==> config.mk <==
export PLATFORM = sky130hd
export DESIGN_NAME = hack_cpu
export DESIGN_NICKNAME = d
export VERILOG_FILES = /design/src/rtl/hack_pkg.sv /design/src/rtl/hack_alu.sv /design/src/rtl/hack_cpu.sv
export SDC_FILE = /design/constraint.sdc
export NUM_CORES = 1
export LEC_CHECK = 0
export ABC_AREA = 1
export CAP_MARGIN = 5
export CORE_MARGIN = 4
export CORE_UTILIZATION = 50
export CTS_BUF_LIST = sky130_fd_sc_hd__clkbuf_2
export CTS_CLUSTER_SIZE = 12
export DETAILED_ROUTE_END_ITERATION = 6
export GPL_TIMING_DRIVEN = 0
export PLACE_DENSITY = 0.78
export SETUP_SLACK_MARGIN = 0.02
export SYNTH_ARGS = -nofsm -noshare
export SYNTH_HDL_FRONTEND = slang
export SYNTH_SLANG_ARGS = --single-unit
==> constraint.sdc <==
create_clock -name clk -period 3.3 [get_ports clk]
set_input_delay 0.33 -clock clk [delete_from_list [all_inputs] [get_ports clk]]
set_output_delay 0.33 -clock clk [all_outputs]
set_load 0.01 [all_outputs]
==> src/rtl/hack_pkg.sv <==
// Shared definitions for the Hack 16-bit CPU core.
// Holds the instruction field positions, the dest/jump bit masks, the ALU
// control struct and the jump condition decode shared by hack_cpu.
package hack_pkg;

  localparam int XLEN = 16;

  // Instruction field bit positions
  localparam int C_BIT   = 15;
  localparam int A_BIT   = 12;
  localparam int COMP_HI = 11;
  localparam int COMP_LO = 6;
  localparam int DEST_HI = 5;
  localparam int DEST_LO = 3;
  localparam int JUMP_HI = 2;
  localparam int JUMP_LO = 0;

  // Destination masks within the 3-bit dest field
  localparam logic [2:0] DEST_A = 3'b100;
  localparam logic [2:0] DEST_D = 3'b010;
  localparam logic [2:0] DEST_M = 3'b001;

  // Jump masks within the 3-bit jump field
  localparam logic [2:0] JLT = 3'b100;
  localparam logic [2:0] JEQ = 3'b010;
  localparam logic [2:0] JGT = 3'b001;

  // ALU control bits in instruction order (zx is the MSB, bit 11)
  typedef struct packed {
    logic zx;
    logic nx;
    logic zy;
    logic ny;
    logic f;
    logic no;
  } comp_t;

  // Evaluate the jump field against the ALU status flags.
  // "Greater than" means neither negative nor zero.
  function automatic logic jump_taken(input logic [2:0] jump,
                                      input logic       zr,
                                      input logic       ng);
    logic lt;
    logic eq;
    logic gt;
    lt = |(jump & JLT) & ng;
    eq = |(jump & JEQ) & zr;
    gt = |(jump & JGT) & ~ng & ~zr;
    return lt | eq | gt;
  endfunction

endpackage

==> src/rtl/hack_alu.sv <==
// Hack ALU: purely combinational 16-bit datapath.
// Ports:
//   x, y         operands (x is D, y is A or M)
//   zx, nx       zero / invert x
//   zy, ny       zero / invert y
//   f            1 = add (wraps mod 2^16), 0 = bitwise and
//   no           invert the result
//   out          result
//   zr, ng       status: result is zero / result is negative (bit 15)
module hack_alu
  import hack_pkg::*;
(
  input  logic [XLEN-1:0] x,
  input  logic [XLEN-1:0] y,
  input  logic            zx,
  input  logic            nx,
  input  logic            zy,
  input  logic            ny,
  input  logic            f,
  input  logic            no,
  output logic [XLEN-1:0] out,
  output logic            zr,
  output logic            ng
);

  logic [XLEN-1:0] x_z;
  logic [XLEN-1:0] x_n;
  logic [XLEN-1:0] y_z;
  logic [XLEN-1:0] y_n;
  logic [XLEN-1:0] fn;

  always_comb begin
    // Zeroing is applied before inversion, so zx&nx yields all ones.
    x_z = zx ? '0 : x;
    x_n = nx ? ~x_z : x_z;
    y_z = zy ? '0 : y;
    y_n = ny ? ~y_z : y_z;
    fn  = f ? (x_n + y_n) : (x_n & y_n);
    out = no ? ~fn : fn;
    zr  = (out == '0);
    ng  = out[XLEN-1];
  end

endmodule

==> src/rtl/hack_cpu.sv <==
// Hack (nand2tetris) single-cycle CPU core. One instruction per clk.
// Ports:
//   clk          system clock, rising edge
//   rstn         asynchronous active-low reset (A=0, D=0, PC=RESET_PC)
//   instruction  instruction word at pc, combinational in the same cycle
//   inM          data memory read value at addressMR, same cycle
//   outM         ALU result to be written to data memory
//   writeM       data memory write strobe (held low in reset)
//   addressMR    data memory read address (current A)
//   addressMW    data memory write address (A before this cycle's update)
//   pc           address of the current instruction
module hack_cpu
  import hack_pkg::*;
#(
  parameter logic [XLEN-1:0] RESET_PC = 16'h0000
) (
  input  logic            clk,
  input  logic            rstn,
  input  logic [XLEN-1:0] instruction,
  input  logic [XLEN-1:0] inM,
  output logic [XLEN-1:0] outM,
  output logic            writeM,
  output logic [XLEN-1:0] addressMR,
  output logic [XLEN-1:0] addressMW,
  output logic [XLEN-1:0] pc
);

  logic [XLEN-1:0] a_q;
  logic [XLEN-1:0] d_q;
  logic [XLEN-1:0] pc_q;
  logic [XLEN-1:0] pc_next;

  logic            is_c;
  logic            sel_m;
  comp_t           comp;
  logic [2:0]      dest;
  logic [2:0]      jump;

  logic [XLEN-1:0] alu_y;
  logic [XLEN-1:0] alu_out;
  logic            alu_zr;
  logic            alu_ng;
  logic            jmp;

  // Instruction decode; bits [14:13] carry no meaning for C-instructions.
  assign is_c  = instruction[C_BIT];
  assign sel_m = instruction[A_BIT];
  assign comp  = comp_t'(instruction[COMP_HI:COMP_LO]);
  assign dest  = instruction[DEST_HI:DEST_LO];
  assign jump  = instruction[JUMP_HI:JUMP_LO];

  assign alu_y = sel_m ? inM : a_q;

  hack_alu u_alu (
    .x   (d_q),
    .y   (alu_y),
    .zx  (comp.zx),
    .nx  (comp.nx),
    .zy  (comp.zy),
    .ny  (comp.ny),
    .f   (comp.f),
    .no  (comp.no),
    .out (alu_out),
    .zr  (alu_zr),
    .ng  (alu_ng)
  );

  // The jump target is the A value before any update by this instruction.
  assign jmp     = is_c & jump_taken(jump, alu_zr, alu_ng);
  assign pc_next = jmp ? a_q : (pc_q + 16'd1);

  always_ff @(posedge clk or negedge rstn) begin
    if (!rstn) begin
      a_q  <= '0;
      d_q  <= '0;
      pc_q <= RESET_PC;
    end else begin
      if (!is_c) begin
        a_q <= instruction;
      end else if (|(dest & DEST_A)) begin
        a_q <= alu_out;
      end
      if (is_c && |(dest & DEST_D)) begin
        d_q <= alu_out;
      end
      pc_q <= pc_next;
    end
  end

  // Both addresses use the pre-update A, so AM=... writes to the old address.
  assign outM      = alu_out;
  assign writeM    = rstn & is_c & |(dest & DEST_M);
  assign addressMR = rstn ? a_q : '0;
  assign addressMW = rstn ? a_q : '0;
  assign pc        = rstn ? pc_q : RESET_PC;

endmodule

* After elaboration in Yosys (flattened, before gate mapping)
Index checks and enable logic that the tools add are counted.
Operators by class: $add $sub $neg 2, equality and inequality tests 1, multiplexer cells 12, bitwise gates (word level) 15, reduce and logical (&&, ||, !) cells 2
Operator list (count):
- 16-bit two-way mux | 12
- 16-bit inverter | 3
- 16-bit by 1-bit adder with 16-bit output, second input constant | 1
- 16-bit adder | 1
- 16-bit AND | 1
- 16-bit zero test | 1
- 1-bit AND | 7
- 2-bit inequality test, second input constant | 1
- 1-bit inverter | 2
- 1-bit OR | 2
- 1-bit logical AND | 1
Word-level totals: flip-flop bits (word level) 48, input port bits 34, output and inout port bits 65

* Depth between registers and ports, before layout
depth after elaboration 14, gate-level depth with buffers 26, depth with buffers taken out 24

* Modules after synthesis
Synthesis repeated with hierarchy kept, for this count alone.
Unflattened totals: cells, all modules 811, area total of the unflattened synthesis 4967.3 um^2
Modules (own cells, without submodules):
- hack_cpu | instances 1, cells each 392, area an instance 2877.8 um^2, seq. area each 1201.2 um^2
- hack_alu | instances 1, cells each 419, area an instance 2089.5 um^2, seq. area each 0.0 um^2

* Least setup slack after synthesis
No wires, ideal clock.
path kind input port to flip-flop, start point input instruction[12], end point register pc_q[10], arrival time 3.281 ns, required time 3.184 ns, setup slack -0.096 ns, cell stages on the path 24, buffers on the path 3, cell sequence clkbuf_1 -> inv_1 -> clkbuf_1 -> o21ai_0 -> xor2_1 -> ha_1 -> fa_1 -> nand2_2 -> nand2_1 -> nand3_1 -> nand2_1 -> nand2_1 -> nand3_1 -> nand3_2 -> nand3_2 -> nand2_2 -> nand2_2 -> nor2_4 -> nand4_1 -> nand3_4 -> nand2_4 -> buf_12 -> nand2_2 -> nand2_2
On the way: cells in the longest elaborated chain, start to end 14, elaborated cells on any way between the ends 20, those cells by class add/sub: 1; mux: 6; bitwise: 12; reduce/logical: 1
Ends and longest elaborated chain:
- start, declared | RTL line hack_cpu.sv:19 | input logic [XLEN-1:0] instruction,
- 16-bit two-way mux * | RTL line hack_cpu.sv:52 | assign alu_y = sel_m ? inM : a_q;
- 16-bit two-way mux * | RTL line hack_alu.sv:36 | y_z = zy ? '0 : y;
- 16-bit inverter | RTL line hack_alu.sv:37 | y_n = ny ? ~y_z : y_z;
- 16-bit two-way mux * | RTL line hack_alu.sv:37
- 16-bit adder or 16-bit AND (tied branches) | RTL line hack_alu.sv:38 | fn = f ? (x_n + y_n) : (x_n & y_n);
- 16-bit two-way mux * | RTL line hack_alu.sv:38
- 16-bit inverter | RTL line hack_alu.sv:39 | out = no ? ~fn : fn;
- 16-bit two-way mux * | RTL line hack_alu.sv:39
- 16-bit zero test or 1-bit inverter (tied branches) | RTL line hack_alu.sv:40, hack_pkg.sv:48
- 1-bit AND, or another cell as far along | RTL line hack_pkg.sv:47 | eq = |(jump & JEQ) & zr;
- 1-bit OR or 1-bit AND (tied branches) | RTL line hack_pkg.sv:49, hack_pkg.sv:48
- 1-bit OR * | RTL line hack_pkg.sv:49 | return lt | eq | gt;
- 1-bit AND * | RTL line hack_cpu.sv:69 | assign jmp = is_c & jump_taken(jump, alu_zr, alu_ng);
- 16-bit two-way mux * | RTL line hack_cpu.sv:70 | assign pc_next = jmp ? a_q : (pc_q + 16'd1);
- net pc_next[10] | RTL line hack_cpu.sv:31 | logic [XLEN-1:0] pc_next;
- end signal, assigned | RTL line hack_cpu.sv:86 | pc_q <= pc_next;
- end, declared | RTL line hack_cpu.sv:30 | logic [XLEN-1:0] pc_q;
Mark *: on every way through the listed nets, which the timed path passes. The rest lies on a longest branch. A chain may end at the register's enable or synchronous reset.

* Worst setup path in the final report
start point register a_q[0], end point register pc_q[9]
On the way: cells in the longest elaborated chain, start to end 14, elaborated cells on any way between the ends 20, those cells by class add/sub: 1; mux: 6; bitwise: 12; reduce/logical: 1
Ends and longest elaborated chain:
- start, declared | RTL line hack_cpu.sv:28 | logic [XLEN-1:0] a_q;
- start signal, assigned | RTL line hack_cpu.sv:79 | a_q <= instruction;
- start signal, assigned | RTL line hack_cpu.sv:81 | a_q <= alu_out;
- 16-bit two-way mux * | RTL line hack_cpu.sv:52
- 16-bit two-way mux * | RTL line hack_alu.sv:36
- 16-bit inverter | RTL line hack_alu.sv:37
- 16-bit two-way mux * | RTL line hack_alu.sv:37
- 16-bit adder or 16-bit AND (tied branches) | RTL line hack_alu.sv:38
- 16-bit two-way mux * | RTL line hack_alu.sv:38
- 16-bit inverter | RTL line hack_alu.sv:39
- 16-bit two-way mux * | RTL line hack_alu.sv:39
- 16-bit zero test or 1-bit inverter (tied branches) | RTL line hack_alu.sv:40, hack_pkg.sv:48
- 1-bit AND, or another cell as far along | RTL line hack_pkg.sv:47
- 1-bit OR or 1-bit AND (tied branches) | RTL line hack_pkg.sv:49, hack_pkg.sv:48
- 1-bit OR * | RTL line hack_pkg.sv:49
- 1-bit AND * | RTL line hack_cpu.sv:69
- 16-bit two-way mux * | RTL line hack_cpu.sv:70
- net pc_next[9] | RTL line hack_cpu.sv:31
Marked as above.

==> flow_metrics.py <==
metrics = {
    "place": {
        "dp.cells": 1004,
        "post-dp-hpwl_mm": 11.9,
        "place_area_mm2": 0.00602,
        "port_buffers": 93,
        "gp_congestion": 0.938,
        "post-place-ws_ns": -0.903,
    },
    "timing": {
        "setup_violations": 21,
        "finalWorstSetupSlack_ns": -0.0659,
        "period_share_pct": 102,
        "tightest_slew_ns": 0.619,
        "final-hold-violation-count": 0,
        "max-slew-margin-rel_pct": 58.6,
        "finalMaxSlewViolations": 0,
        "layout_min_cycle_time_ns": 3.37,
        "rsz0062_at_grt": "yes",
        "finClkSkew_ns": 0.0112,
        "fmax_mhz": 297,
        "fin_tns_setup_ns": -0.588,
        "holdWs_ns": 0.363,
    },
    "route": {
        "firstDrtPassIters": 7,
        "wire_per_inst_um": 15.3,
        "vias_per_cell": 5.22,
        "wirelength_mm": 16.3,
        "drt_iter0_drc": 398,
        "drc": 0,
        "vias": 5563,
        "ant_nets": 0,
    },
    "pwr": {
        "power_density_mw_per_mm2": 514,
        "power_report.internal_total_mw": 1.92,
        "worst_ir_drop_vdd_mv": 0.272,
        "power_leakage_nw": 3.75,
        "p_clk_share_pct": 9.3,
        "switching_share_pct": 46.6,
        "power_mw": 3.60,
        "p_sw_mw": 1.68,
        "p_comb_share_pct": 66.8,
        "power_frac_seq_pct": 23.9,
    },
    "logic_synthesis": {
        "async_flop_share_pct": 100,
        "syn_inst": 781,
        "synth_top_area_share_pct": 24.5,
        "synthMostInstantiatedCell": "nand2_1",
        "syn_avg_cell_area_um2": 6.29,
        "synth_seq_cells": 48,
        "ys_types": 36,
        "synth_enable_flop_cells": 0,
        "synth.area.top_cells": "dfrtp_1 24%, nand2_1 18%, inv_1 10%",
        "netlist_top_cells_count": "236 x nand2_1, 136 x inv_1, 83 x nand3_1",
        "synth_ff_type": "dfrtp_1",
        "syn-cell-area_mm2": 0.00491,
        "synth_seq_area_share_pct": 24.5,
        "yosys_warnings": 0,
        "synth_area_leader_cell": "dfrtp_1",
        "synth_fp_nets": 833,
    },
    "floorplanning": {
        "die_h_um": 107,
        "die_area_mm2": 0.0115,
        "pin_count": 99,
        "fp.dieW_um": 107,
        "start_util_pct": 52.2,
        "core.rowCount": 35,
        "core_region_area_mm2": 0.00942,
    },
    "layout": {
        "layout.cells.non_filler": 1066,
        "nets": 987,
        "final_core_util_pct": 74.3,
        "drive_above_1_share_pct": 28.5,
        "stdcell_area_mm2": 0.00699,
        "areaGrowthSynthToFinish_pct": 42.4,
    },
    "grt": {
        "grtUsageTotal_pct": 27.4,
        "grt_max_degree": 41,
        "grt_pass1_vias": 5321,
        "overflow": 0,
        "antenna_found_initial": 1,
        "grt_pass1_wl_mm": 25.5,
    },
    "critical_path": {
        "regToRegSetupSlack_ns": -0.07,
        "cp.required_ns": 3.67,
        "endpoint_kind": "flop",
        "critPathKind": "reg2reg",
        "critPathArrivalTime_ns": 3.74,
        "worst_setup_path_start_kind": "flop",
        "cpMostUsedCell": "nand2_2",
        "critPathBufInv": 3,
        "crit_fanout": 10,
        "crit_slowest_cell": "dfrtp_1",
        "critPathMaxStageDelay_ns": 0.44,
        "critPathTopFamily": "simple AND/OR/NAND/NOR gates",
    },
    "run": {
        "maxCapViolations": 0,
    },
    "cts": {
        "clock-sinks": 48,
        "numCtsBuffers": 5,
        "clk_latency_ns": 0.44,
        "cts_tree": "done",
        "clock_path_buffers": 2,
        "htree_levels": 2,
        "cts.clk_slew.worst_paths_ns": 0.26,
        "root_buffer": "clkbuf_2",
    },
    "outcome": {
        "failed_checks": "negative setup slack",
        "status": "finished, violations left",
    },
    "hold_path": {
        "hp-class": "in2async",
    },
}
[final timing paths]
check,from,to,depth (start not counted)
worst min-delay path,rstn,pc_q[14],3
worst max register to register,a_q[0],pc_q[9],25
min in group clk,instruction[6],d_q[3],4
worst min register to register,d_q[11],d_q[11],2
worst max-delay path,a_q[0],pc_q[9],25
max in group asynchronous,rstn,pc_q[11],3
[sequential cells by signal, summed over array words and instances, names as in the netlist]
register	flops
pc_q	16
a_q	16
d_q	16
[kinds of logic (layout without fill, tap and decap cells)]
| family | after synthesis | in the layout | share of synthesized area (%) |
|---|---|---|---|
| adders and majority gates | 18 | 18 | 4.74 |
| other | 0 | 1 | 0 |
| buffers and inverters | 187 | 342 | 16.4 |
| AOI/OAI and AO/OA | 68 | 68 | 8.23 |
| and+or+nand+nor | 411 | 411 | 37.5 |
| DFF | 48 | 48 | 24.5 |
| xor gates and xnor gates | 49 | 49 | 8.74 |
[placed cells by master (no fill, tap or decap), types with 24 or more instances in the layout]
cell type / Yosys / final
buf_4: 21 / 66
dfrtp_1: 48 / 48
nor2_1: 32 / 29
xor2_1: 46 / 41
nand2_2: 32 / 60
clkdlybuf4s50_1: 0 / 77
nand2_1: 236 / 196
nand3_1: 83 / 59
o21ai_0: 32 / 24
inv_1: 136 / 123
nand3_2: 5 / 27
[area by class of cell]
type / instances / area [um^2]
diodes: 1 / 2.50
plain buffers: 47 / 310
clock buffers: 5 / 25.0
clock inverters: 3 / 42.5
fillers: 717 / 2420
inverters: 140 / 531
multi-input cells: 546 / 3380
flip-flops and latches: 48 / 1200
well taps: 129 / 161
repair buffers: 147 / 1340
[metal layers]
| layer | part of all wire [%] | vias to the layer above | track usage (%) |
|---|---|---|---|
| met2 | 52 | 234 | 50.1 |
| li1 | - | 2691 | - |
| met5 | 0 | - | 0 |
| met1 | 39 | 2596 | 33.3 |
| met4 | 3.0 | 0 | 8.68 |
| met3 | 6.0 | 42 | 3.13 |
[tightest hold or removal path, cell delays in order]
cell and delay, ns:
dlygate4sd3_1 0.52, buf_2 0.14, buf_12 0.23
[what timing repair did]
action,CTS,global route
gates resized for setup,76,127
endpoints found under the hold margin,9,0
pin swaps,25,54
cloned,0,0
buffers inserted,26,26
hold buffers,2,0
endpoints found under the setup margin,31,33
[power groups by stage]
stage	Combinational, mW	Sequential (mW)	Clock (mW)
after floorplan	1.26	0.847	0
after global placement	1.80	0.871	0
final	2.40	0.859	0.335
after CTS	2.05	0.857	0.337
after detailed placement	1.86	0.879	0
after global routing	2.63	0.880	0.360
Power figures use the tool's default switching activity.
